### src/rtl/modport_mem.sv
// rtl/modport_mem.sv - single-byte HyperRAM controller bridging a simple req/busy port to HyperBus
// One transaction at a time: CA phase, latency wait, then a 2-byte masked write or a 2-byte read.
module modport_mem #(
  parameter int LATENCY = 6,
  parameter int TCSHI   = 2
) (
  input  logic        clk,
  input  logic        reset,
  input  logic [31:0] addr,
  input  logic        wr_req,
  input  logic        rd_req,
  input  logic [7:0]  wdata,
  output logic [7:0]  rdata,
  output logic        busy,
  output logic        rd_rdy,
  output logic        hb_ck,
  output logic        hb_cs_n,
  output logic        hb_rst_n,
  output logic [7:0]  hb_dq_o,
  input  logic [7:0]  hb_dq_i,
  output logic        hb_dq_oe,
  output logic        hb_rwds_o,
  input  logic        hb_rwds_i,
  output logic        hb_rwds_oe
);

  typedef enum logic [2:0] {
    IDLE  = 3'd0,
    CA    = 3'd1,
    LAT   = 3'd2,
    WDATA = 3'd3,
    RDATA = 3'd4,
    CSHI  = 3'd5
  } state_e;

  localparam logic [7:0] LAT_SGL_LAST = 8'(2 * LATENCY - 1);
  localparam logic [7:0] LAT_DBL_LAST = 8'(4 * LATENCY - 1);
  localparam logic [7:0] CSHI_LAST    = 8'(TCSHI - 1);

  state_e      state_q, state_d;
  logic [7:0]  cnt_q, cnt_d;
  logic [31:0] addr_q, addr_d;
  logic [7:0]  wdata_q, wdata_d;
  logic        is_rd_q, is_rd_d;
  logic        dbl_q, dbl_d;
  logic        ck_q, ck_d;
  logic        rwds_prev_q, rwds_prev_d;
  logic        cap_q, cap_d;
  logic [7:0]  byte0_q, byte0_d;
  logic [7:0]  rdata_q, rdata_d;
  logic        rd_rdy_q, rd_rdy_d;
  logic        busy_q, busy_d;
  logic        rst_n_q;
  logic [47:0] ca_word;

  always_ff @(posedge clk or negedge reset) begin
    if (!reset) begin
      state_q     <= IDLE;
      cnt_q       <= '0;
      addr_q      <= '0;
      wdata_q     <= '0;
      is_rd_q     <= 1'b0;
      dbl_q       <= 1'b0;
      ck_q        <= 1'b0;
      rwds_prev_q <= 1'b0;
      cap_q       <= 1'b0;
      byte0_q     <= '0;
      rdata_q     <= '0;
      rd_rdy_q    <= 1'b0;
      busy_q      <= 1'b0;
      rst_n_q     <= 1'b0;
    end else begin
      state_q     <= state_d;
      cnt_q       <= cnt_d;
      addr_q      <= addr_d;
      wdata_q     <= wdata_d;
      is_rd_q     <= is_rd_d;
      dbl_q       <= dbl_d;
      ck_q        <= ck_d;
      rwds_prev_q <= rwds_prev_d;
      cap_q       <= cap_d;
      byte0_q     <= byte0_d;
      rdata_q     <= rdata_d;
      rd_rdy_q    <= rd_rdy_d;
      busy_q      <= busy_d;
      rst_n_q     <= 1'b1;
    end
  end

  always_comb begin
    state_d     = state_q;
    cnt_d       = cnt_q;
    addr_d      = addr_q;
    wdata_d     = wdata_q;
    is_rd_d     = is_rd_q;
    dbl_d       = dbl_q;
    cap_d       = cap_q;
    byte0_d     = byte0_q;
    rdata_d     = rdata_q;
    rd_rdy_d    = 1'b0;
    rwds_prev_d = hb_rwds_i;

    case (state_q)
      IDLE: begin
        cnt_d = '0;
        if (wr_req || rd_req) begin
          state_d = CA;
          addr_d  = addr;
          wdata_d = wdata;
          is_rd_d = ~wr_req;  // write wins when both are requested
          dbl_d   = 1'b0;
        end
      end
      CA: begin
        if (cnt_q == 8'd1) dbl_d = hb_rwds_i;
        if (cnt_q == 8'd5) begin
          cnt_d   = '0;
          state_d = LAT;
        end else begin
          cnt_d = cnt_q + 8'd1;
        end
      end
      LAT: begin
        if (cnt_q == (dbl_q ? LAT_DBL_LAST : LAT_SGL_LAST)) begin
          cnt_d   = '0;
          cap_d   = 1'b0;
          state_d = is_rd_q ? RDATA : WDATA;
        end else begin
          cnt_d = cnt_q + 8'd1;
        end
      end
      WDATA: begin
        if (cnt_q == 8'd1) begin
          cnt_d   = '0;
          state_d = CSHI;
        end else begin
          cnt_d = cnt_q + 8'd1;
        end
      end
      RDATA: begin
        // Device strobes each byte with an RWDS transition; even byte arrives first.
        if (hb_rwds_i != rwds_prev_q) begin
          if (!cap_q) begin
            byte0_d = hb_dq_i;
            cap_d   = 1'b1;
          end else begin
            rdata_d  = addr_q[0] ? hb_dq_i : byte0_q;
            rd_rdy_d = 1'b1;
            cnt_d    = '0;
            state_d  = CSHI;
          end
        end
      end
      CSHI: begin
        if (cnt_q == CSHI_LAST) begin
          cnt_d   = '0;
          state_d = IDLE;
        end else begin
          cnt_d = cnt_q + 8'd1;
        end
      end
      default: begin
        cnt_d   = '0;
        state_d = IDLE;
      end
    endcase

    busy_d = (state_d != IDLE);
    ck_d   = ((state_d == CA) || (state_d == LAT) || (state_d == WDATA) || (state_d == RDATA))
             ? ~ck_q : 1'b0;
  end

  always_comb begin
    ca_word    = {is_rd_q, 1'b0, 1'b1, 1'b0, addr_q[31:4], 13'd0, addr_q[3:1]};
    hb_cs_n    = 1'b1;
    hb_dq_o    = '0;
    hb_dq_oe   = 1'b0;
    hb_rwds_o  = 1'b0;
    hb_rwds_oe = 1'b0;
    case (state_q)
      CA: begin
        hb_cs_n  = 1'b0;
        hb_dq_oe = 1'b1;
        case (cnt_q[2:0])
          3'd0:    hb_dq_o = ca_word[47:40];
          3'd1:    hb_dq_o = ca_word[39:32];
          3'd2:    hb_dq_o = ca_word[31:24];
          3'd3:    hb_dq_o = ca_word[23:16];
          3'd4:    hb_dq_o = ca_word[15:8];
          default: hb_dq_o = ca_word[7:0];
        endcase
      end
      LAT, RDATA: hb_cs_n = 1'b0;
      WDATA: begin
        hb_cs_n    = 1'b0;
        hb_dq_o    = wdata_q;
        hb_dq_oe   = 1'b1;
        hb_rwds_oe = 1'b1;
        // RWDS high masks the lane that is not being written.
        hb_rwds_o  = cnt_q[0] ? ~addr_q[0] : addr_q[0];
      end
      default: hb_cs_n = 1'b1;
    endcase
  end

  assign hb_ck    = ck_q;
  assign hb_rst_n = rst_n_q;
  assign busy     = busy_q;
  assign rd_rdy   = rd_rdy_q;
  assign rdata    = rdata_q;

endmodule

### config.mk
export PLATFORM = sky130hd
export DESIGN_NAME = modport_mem
export DESIGN_NICKNAME = d
export VERILOG_FILES = /design/src/rtl/modport_mem.sv
export SDC_FILE = /design/constraint.sdc
export NUM_CORES = 1
export LEC_CHECK = 0
export BUFFER_PORTS_ARGS = -buffer_cell sky130_fd_sc_hd__buf_2
export CORE_UTILIZATION = 36
export CTS_CLUSTER_SIZE = 28
export DETAILED_ROUTE_END_ITERATION = 6
export MAX_ROUTING_LAYER = met4
export SLEW_MARGIN = 5
export SYNTH_ARGS = -nofsm -noshare
export SYNTH_HDL_FRONTEND = slang
export SYNTH_SLANG_ARGS = --single-unit
### constraint.sdc
create_clock -name clk -period 3.7 [get_ports clk]
set_input_delay 0.74 -clock clk [delete_from_list [all_inputs] [get_ports clk]]
set_output_delay 0.74 -clock clk [all_outputs]
set_load 0.05 [all_outputs]
==> impl_metrics.tcl, run 1 <==
set metrics [dict create \
    status "completed" \
    place.gp.congestion 0.789 \
    hold_class "reg2reg" \
    synth-edff-count 0 \
    wl_per_cell_um 15.0 \
    die_w_um 102 \
    maxSlewViolCount 0 \
    cts_hold_buf 0 \
    yosys.cell_types.count 51 \
    path_class "reg2out" \
    grtUsageTotal 0.169 \
    setup_viol 0 \
    area_growth_pct 18.3 \
    yosysWarnings 0 \
    die_area_mm2 0.0104 \
    layout_common_cells "75 x dfrtp_1, 75 x buf_2, 48 x mux2_2, 24 x nand2_1, 23 x o21ai_0" \
    rsz0062_at_grt "no" \
    final_util 0.439 \
    pin_count 77 \
    core_area_mm2 0.00973 \
    worst_pin_slew_ps 1070 \
    p_int_mw 1.17 \
    drtIter0Drc 145 \
    layout.nets 437 \
    initial_core_util 0.371 \
    post-route-period-util 0.907 \
    filler_cell_count 946 \
    dpl_cell_area_mm2 0.00407 \
    ys.flop_type "dfrtp_1" \
    ys_ff_latch 75 \
    cp.arrival_ps 2620 \
    slew_headroom 0.287 \
    grt_max_degree 76 \
    p_switching_uw 340 \
    whs_ps 481 \
    grt_pass1_wl_um 13000 \
    antenna_found_initial 1 \
    p_seq_frac 0.542 \
    endpoint_kind "output pin" \
    cts_max_level 3 \
    setup_slack_ps 343 \
    dr.pass1.iters 4 \
    fp.dieH_um 102 \
    synth-async-reset-ratio 1.00 \
    drv_cap 0 \
    fin_area_mm2 0.00427 \
    clk_pin_slew_worst_paths_ps 80 \
    power.density_mw_per_mm2 354 \
    via_count 2643 \
    switching_share 0.225 \
    syn_avg_cell_area_um2 11.8 \
    cp_max_fo 11 \
    cts_tree "yes" \
    pre_cts_ws_ps 708 \
    comb_power_share 0.032 \
    synthCells 307 \
    insertion_delay_ps 350 \
    viasPerCell 5.10 \
    fin_tns_setup_ps 0 \
    cts_resized 0 \
    cts_buffer_depth 2 \
    io_buffers 76 \
    finClkSkew_ps 7.75 \
    p_leak_nw 2.07 \
    drc_errors 0 \
    detail-route-antenna-nets 0 \
    cp.required_ps 2960 \
    global_route.overflow_total 0 \
    ir_drop_v 0.000180 \
    rows 36 \
    dp_hpwl_um 5570 \
    synth_nets 365 \
    wl_um 7760 \
    drive_above_1_share 0.396 \
    root_buffer "clkbuf_8" \
    clock_sinks 75 \
    cts_buffers 9 \
    post-route-min-period_ps 3360 \
    power_frac_clock 0.426 \
    grt_pass1_vias 2598 \
    finalHoldViolations 0 \
    ys_seq_area_frac 0.520 \
    cts_setup_buffers 0 \
    startpoint_type "register" \
    syn_area_mm2 0.00361 \
    fmax_mhz 298 \
]
-- per-stage QoR --
step,power (mW),instances
2_1_floorplan,0.842,307
3_3_place_gp,0.886,501
3_5_place_dp,0.887,501
4_1_cts,1.54,517
5_1_grt,1.58,518
6_report,1.51,518
-- layout make-up --
cell class	instances	area, um2	area share
diodes	1	2.50	0.000585
repair buffers	77	390	0.0913
clock inverters	5	61.3	0.0143
multi-input cells	206	1600	0.374
well taps	133	166	0.0389
inverters	10	37.5	0.00878
clock buffers	11	141	0.0331
flip-flops and latches	75	1880	0.439
-- worst max-delay path, stage by stage, from the launching register on --
cell and delay [ps]:
dfrtp_1 430, inv_1 110, ha_1 420, nor3_1 80, o21bai_1 460, nand2_1 240
o21ai_0 230, buf_2 290
-- metal layers --
| metal | share of wire | wire length [um] | track usage |
|---|---|---|---|
| met2 | 0.46 | 3600 | 0.249 |
| met4 | 0.014 | 105 | 0.0549 |
| met5 | 0 | 0 | - |
| met1 | 0.47 | 3640 | 0.224 |
| met3 | 0.054 | 420 | 0.0465 |
-- flip-flops by register name (all words and copies together), names as in the netlist, 3 cells and up --
signal,count
state_q,3
byte0_q,8
wdata_q,8
rdata,8
cnt_q,8
addr_q,32
-- power groups by stage --
stage | Clock [mW] | Sequential, mW | Combinational [mW]
global route | 0.700 | 0.820 | 0.0564
finish | 0.645 | 0.820 | 0.0487
floorplan | 0 | 0.839 | 0.00279
global placement | 0 | 0.837 | 0.0496
CTS | 0.666 | 0.820 | 0.0507
detailed placement | 0 | 0.837 | 0.0506
-- logic make-up after synthesis --
| family | after synthesis | synth area share |
|---|---|---|
| compound gates | 63 | 0.122 |
| xor+xnor | 5 | 0.0121 |
| fa+ha+maj | 5 | 0.0173 |
| buf+inv | 26 | 0.0384 |
| flops | 75 | 0.520 |
| mux | 56 | 0.172 |
| other cells | 1 | 0.00104 |
| simple gates | 76 | 0.118 |
-- synth_stat cells, types with 2 or more instances --
cell type | instances | area (um2)
nand2_1 | 24 | 90.1
inv_1 | 9 | 33.8
nand2b_1 | 2 | 12.5
nor2_1 | 17 | 63.8
nand3_1 | 6 | 30.0
xnor2_1 | 2 | 17.5
nand4_1 | 3 | 18.8
a21oi_1 | 18 | 90.1
o21ai_0 | 23 | 115
mux2i_1 | 8 | 80.1
buf_4 | 8 | 60.1
ha_1 | 5 | 62.6
dfrtp_1 | 75 | 1880
mux2_2 | 48 | 541
nor2b_1 | 4 | 25.0
xor2_1 | 3 | 26.3
nor3_1 | 5 | 25.0
clkbuf_1 | 3 | 11.3
nand3b_1 | 2 | 15.0
a22o_1 | 3 | 26.3
a222oi_1 | 7 | 70.1
buf_2 | 3 | 15.0
-- final timing paths --
path | endpoint | slack [ps] | cells past startpoint | startpoint
hold / removal | rdata[2] | 480 | 2 | rdata[2]
max in group asynchronous | addr_q[12] | 2550 | 1 | reset
setup / recovery | hb_dq_o[7] | 340 | 7 | cnt_q[1]
setup reg to reg | addr_q[24] | 1340 | 3 | state_q[1]
hold reg to reg | rdata[2] | 480 | 2 | rdata[2]
min in group asynchronous | wdata_q[5] | 510 | 1 | reset
(Power assumes the default switching activity.)
==> run 2, diff against run 1 <==
REMOVE_ABC_BUFFERS = 1   (was default)
clock period = 3.74 ns   (was 3.7 ns; I/O delays follow)
==> run 2 against run 1 <==
Against the previous run:
- cell count fell by 0.39%
- non-clock buffer count decreased by 1
- worst hold slack lost 1.7 ps
- register-to-register slack gained 100 ps
- critical path type unchanged
- largest cell class unchanged
- highest routed layer unchanged
==> impl_metrics.tcl, run 2 (synthesis results as in run 1) <==
set metrics [dict create \
    status "completed" \
    power_frac_clock 0.402 \
    endpoint_kind "output pin" \
    clk_pin_slew_worst_paths_ps 80 \
    cp.required_ps 2990 \
    dr.pass1.iters 4 \
    fin_area_mm2 0.00425 \
    antenna_cells 0 \
    pin_count 77 \
    cp_slowest_cell "ha_1" \
    rsz0062_at_grt "no" \
    global_route.overflow_total 0 \
    fmax_mhz 286 \
    post-route-period-util 0.936 \
    path_class "reg2out" \
    dpl_cell_area_mm2 0.00406 \
    root_buffer "clkbuf_8" \
    drc_errors 0 \
    worst_pin_slew_ps 1050 \
    ir_drop_v 0.000221 \
    regMostFlops "addr_q" \
    switching_share 0.239 \
    layout.nets 436 \
    place.gp.congestion 0.797 \
    grtUsageTotal 0.167 \
    wl_per_cell_um 15.2 \
    finClkSkew_ps 10.4 \
    worstPathCellList "inv_1, ha_1, nor3_1, o21bai_1, nand2_1, o21ai_0, buf_2" \
    maxSlewViolCount 0 \
    via_count 2609 \
    p_switching_uw 344 \
    grt_pass1_vias 2574 \
    grt_max_degree 76 \
    rows 36 \
    cp_slowest_stage_delay_ps 460 \
    final_util 0.436 \
    drv_cap 0 \
    fin_tns_setup_ps 0 \
    finalHoldViolations 0 \
    initial_core_util 0.371 \
    clock_sinks 75 \
    cp.arrival_ps 2750 \
    layout_common_cells "75 x dfrtp_1, 75 x buf_2, 48 x mux2_2, 24 x nand2_1, 23 x o21ai_0" \
    p_int_mw 1.10 \
    core_area_mm2 0.00973 \
    post-route-min-period_ps 3500 \
    antenna_found_initial 0 \
    cts_setup_buffers 0 \
    hold_class "reg2reg" \
    power.density_mw_per_mm2 339 \
    cts_hold_buf 0 \
    cts_buffer_depth 2 \
    viasPerCell 5.06 \
    comb_power_share 0.034 \
    grt_pass1_wl_um 12900 \
    largest_register_ffs 32 \
    p_leak_nw 2.06 \
    slew_headroom 0.299 \
    wl_um 7850 \
    drtIter0Drc 190 \
    cts_buffers 9 \
    die_w_um 102 \
    area_growth_pct 17.6 \
    cts_max_level 3 \
    detail-route-antenna-nets 0 \
    insertion_delay_ps 350 \
    cts_resized 0 \
    p_seq_frac 0.563 \
    cts_tree "yes" \
    setup_viol 0 \
    io_buffers 76 \
    die_area_mm2 0.0104 \
    drive_above_1_share 0.397 \
    dp_hpwl_um 5430 \
    fp.dieH_um 102 \
    cp_max_fo 11 \
    startpoint_type "register" \
]
==> run 2: cell count changes in the layout (fill, tap and decap cells not counted) <==
cell        delta
clkinv_4       +2
clkinvlp_4     -2
buf_4          -1
bufinv_16      -1
clkbuf_1       -1
clkinv_2       +1
diode_2        -1
inv_6          +1
==> run 2: area by class of cell <==
class	instances	area, um2
fillers	965	5480
clock buffers	10	138
inverters	10	37.5
multi-input cells	206	1600
clock inverters	6	47.5
flip-flops and latches	75	1880
well taps	133	166
repair buffers	76	383
==> run 2: through the flow <==
stage | hold WS [ps] | setup slack, ps | cells | total power [mW]
after global placement | 459 | 880 | 500 | 0.878
final | 480 | 238 | 516 | 1.44
after floorplan | 452 | 487 | 291 | 0.833
after global routing | 522 | 5.23 | 516 | 1.50
after detailed placement | 465 | 644 | 500 | 0.879
after CTS | 485 | 245 | 516 | 1.46
==> run 2: path summary, 6_finish.rpt <==
check,from,end,slack [ps],depth (start not counted)
setup / recovery,cnt_q[1],hb_dq_o[6],240,7
hold / removal,rdata[7],rdata[7],480,2
setup reg to reg,cnt_q[1],cnt_q[5],1440,7
hold reg to reg,rdata[7],rdata[7],480,2
max in group asynchronous,reset,state_q[1],2550,1
min in group asynchronous,reset,cnt_q[7],530,1
==> run 2: routing by layer <==
metal	part of all wire	vias to the layer above	track usage
li1	-	1252	-
met1	0.49	1272	0.231
met2	0.45	83	0.239
met3	0.055	2	0.0431
met4	0.0038	0	0.0538
met5	0	-	-
==> run 2: worst max-delay path: cells and delay by family, from the launching register on <==
kind                     cells  cell delay [ps]
buffers and inverters        2              430
flip-flops                   1              420
AND/OR/NAND/NOR              2              360
AO/OA/AOI/OAI                2              730
adder cells (fa/ha/maj)      1              460
==> run 2: power groups by stage <==
| stage | Sequential (mW) | Combinational [mW] | Clock (mW) |
|---|---|---|---|
| after floorplan | 0.830 | 0.00276 | 0 |
| after detailed placement | 0.828 | 0.0510 | 0 |
| final | 0.812 | 0.0492 | 0.580 |
| after global placement | 0.828 | 0.0505 | 0 |
| after CTS | 0.812 | 0.0510 | 0.601 |
| after global routing | 0.812 | 0.0560 | 0.629 |
==> run 3, diff against run 2 <==
CORE_ASPECT_RATIO = 0.75   (was default)
==> run 3 against run 2 <==
Against the previous run:
- sequential share of layout area shrank 1.6 points
- first-iteration DRC count shrank 18%
- worst hold slack is essentially flat
- register-to-register slack is essentially flat
- cell count is the same
- highest routed layer unchanged
==> impl_metrics.tcl, run 3 (synthesis results as in run 1) <==
set metrics [dict create \
    finalHoldViolations 0 \
    grt_max_degree 76 \
    setup_viol 0 \
    hold_class "reg2reg" \
    hold-path-endpoint "rdata[6]" \
    global_route.overflow_total 0 \
    holdPathStages 2 \
    instances_no_fill 516 \
    filler_cell_count 923 \
    finClkSkew_ps 8.74 \
    cts_setup_buffers 0 \
    power_mw 1.80 \
    antenna_found_initial 0 \
    ir_drop_v 0.000262 \
    power.density_mw_per_mm2 408 \
    path_class "reg2out" \
    cp_max_fo 11 \
    reg2reg_slack_ps 1450 \
    via_count 2663 \
    cts_buffers 9 \
    drc_errors 0 \
    grt_pass1_wl_um 13600 \
    fmax_mhz 303 \
    rsz0062_at_grt "no" \
    status "completed" \
    regMostFlops "addr_q" \
    grt_pass1_vias 2608 \
    grtUsageTotal 0.177 \
    cts_resized 0 \
    initial_core_util 0.373 \
    core_area_mm2 0.00970 \
    area_growth_pct 21.9 \
    cp.arrival_ps 2550 \
    clock_sinks 75 \
    drv_cap 0 \
    fp.dieH_um 88.8 \
    rr_worst_depth 4 \
    fin_area_mm2 0.00440 \
    cts_tree "yes" \
    antenna_cells 0 \
    setup.worst_path.start "cnt_q[1]" \
    dr.pass1.iters 4 \
    detail-route-antenna-nets 0 \
    cts_hold_buf 0 \
    place_inst 501 \
    layout.nets 438 \
    startpoint_type "register" \
    worstHoldStart "rdata[6]" \
    maxSlewViolCount 0 \
    endpoint_kind "output pin" \
    whs_ps 479 \
    drtIter0Drc 156 \
    die_area_mm2 0.0104 \
    viasPerCell 5.16 \
    die_w_um 118 \
    timing.rr.start "state_q[0]" \
    cp.required_ps 2990 \
    dp_hpwl_um 5950 \
    rows 31 \
    wl_per_cell_um 15.7 \
    insertion_delay_ps 330 \
    root_buffer "clkbuf_16" \
    drive_above_1_share 0.398 \
    post-route-period-util 0.882 \
    wl_um 8080 \
    cts_buffer_depth 2 \
    worst_pin_slew_ps 937 \
    io_buffers 76 \
    p_leak_nw 2.14 \
    r2r_end "addr_q[9]" \
    cts_max_level 3 \
    fin_tns_setup_ps 0 \
    layout_common_cells "75 x dfrtp_1, 75 x buf_2, 48 x mux2_2, 24 x nand2_1, 23 x o21ai_0" \
    dpl_cell_area_mm2 0.00408 \
    post-route-min-period_ps 3300 \
    pin_count 77 \
    clk_pin_slew_worst_paths_ps 60 \
    largest_register_ffs 32 \
    slew_headroom 0.376 \
    place.gp.congestion 0.793 \
]
run 3: cell count changes in the layout (fill, tap and decap cells not counted):
cell,delta
bufinv_16,+2
clkbuf_8,-8
inv_6,-2
buf_4,+2
clkbuf_16,+9
clkinvlp_4,-1
clkinv_4,-1
run 3: worst max path at each step:
stage / to / slack [ps] / cells after the start
6_report: hb_dq_o[4] / 440 / 7
4_1_cts: hb_dq_o[3] / 420 / 7
2_1_floorplan: hb_dq_o[3] / 490 / 6
3_3_place_gp: hb_dq_o[6] / 880 / 7
3_5_place_dp: hb_dq_o[3] / 790 / 7
5_1_grt: hb_dq_o[7] / 190 / 7
run 3: cell type report:
cell class / count / area, um2 / area share
Sequential cell: 75 / 1880 / 0.426
Tap cell: 132 / 165 / 0.0375
Inverter: 10 / 37.5 / 0.00853
Clock buffer: 11 / 253 / 0.0574
Multi-Input combinational cell: 206 / 1600 / 0.363
Clock inverter: 4 / 73.8 / 0.0168
Timing Repair Buffer: 78 / 398 / 0.0904
run 3: metal layers:
metal | vias up | GRT usage | routed length (um)
li1 | 1265 | - | -
met1 | 1312 | 0.236 | 3880
met2 | 77 | 0.264 | 3740
met3 | 9 | 0.0445 | 382
met4 | 0 | 0.0594 | 81
met5 | - | - | 0
run 3: critical path, stage by stage, from the launching register on:
cell and delay, ps:
dfrtp_1 420, inv_1 110, ha_1 460, nor3_1 80
o21bai_1 380, nand2_1 270, o21ai_0 220, buf_2 290
run 3: stage by stage:
stage	worst slack, ps	util
2_1_floorplan	487	-
3_3_place_gp	884	0.420
3_5_place_dp	795	0.420
4_1_cts	425	0.454
5_1_grt	187	0.454
6_report	443	0.454
run 3: power breakdown:
group	leakage, nW	total, mW	internal (mW)	switching [mW]
combinational	0.962	0.0488	0.0205	0.0283
sequential	1.02	0.813	0.813	0.000307
clock	0.162	0.934	0.616	0.318
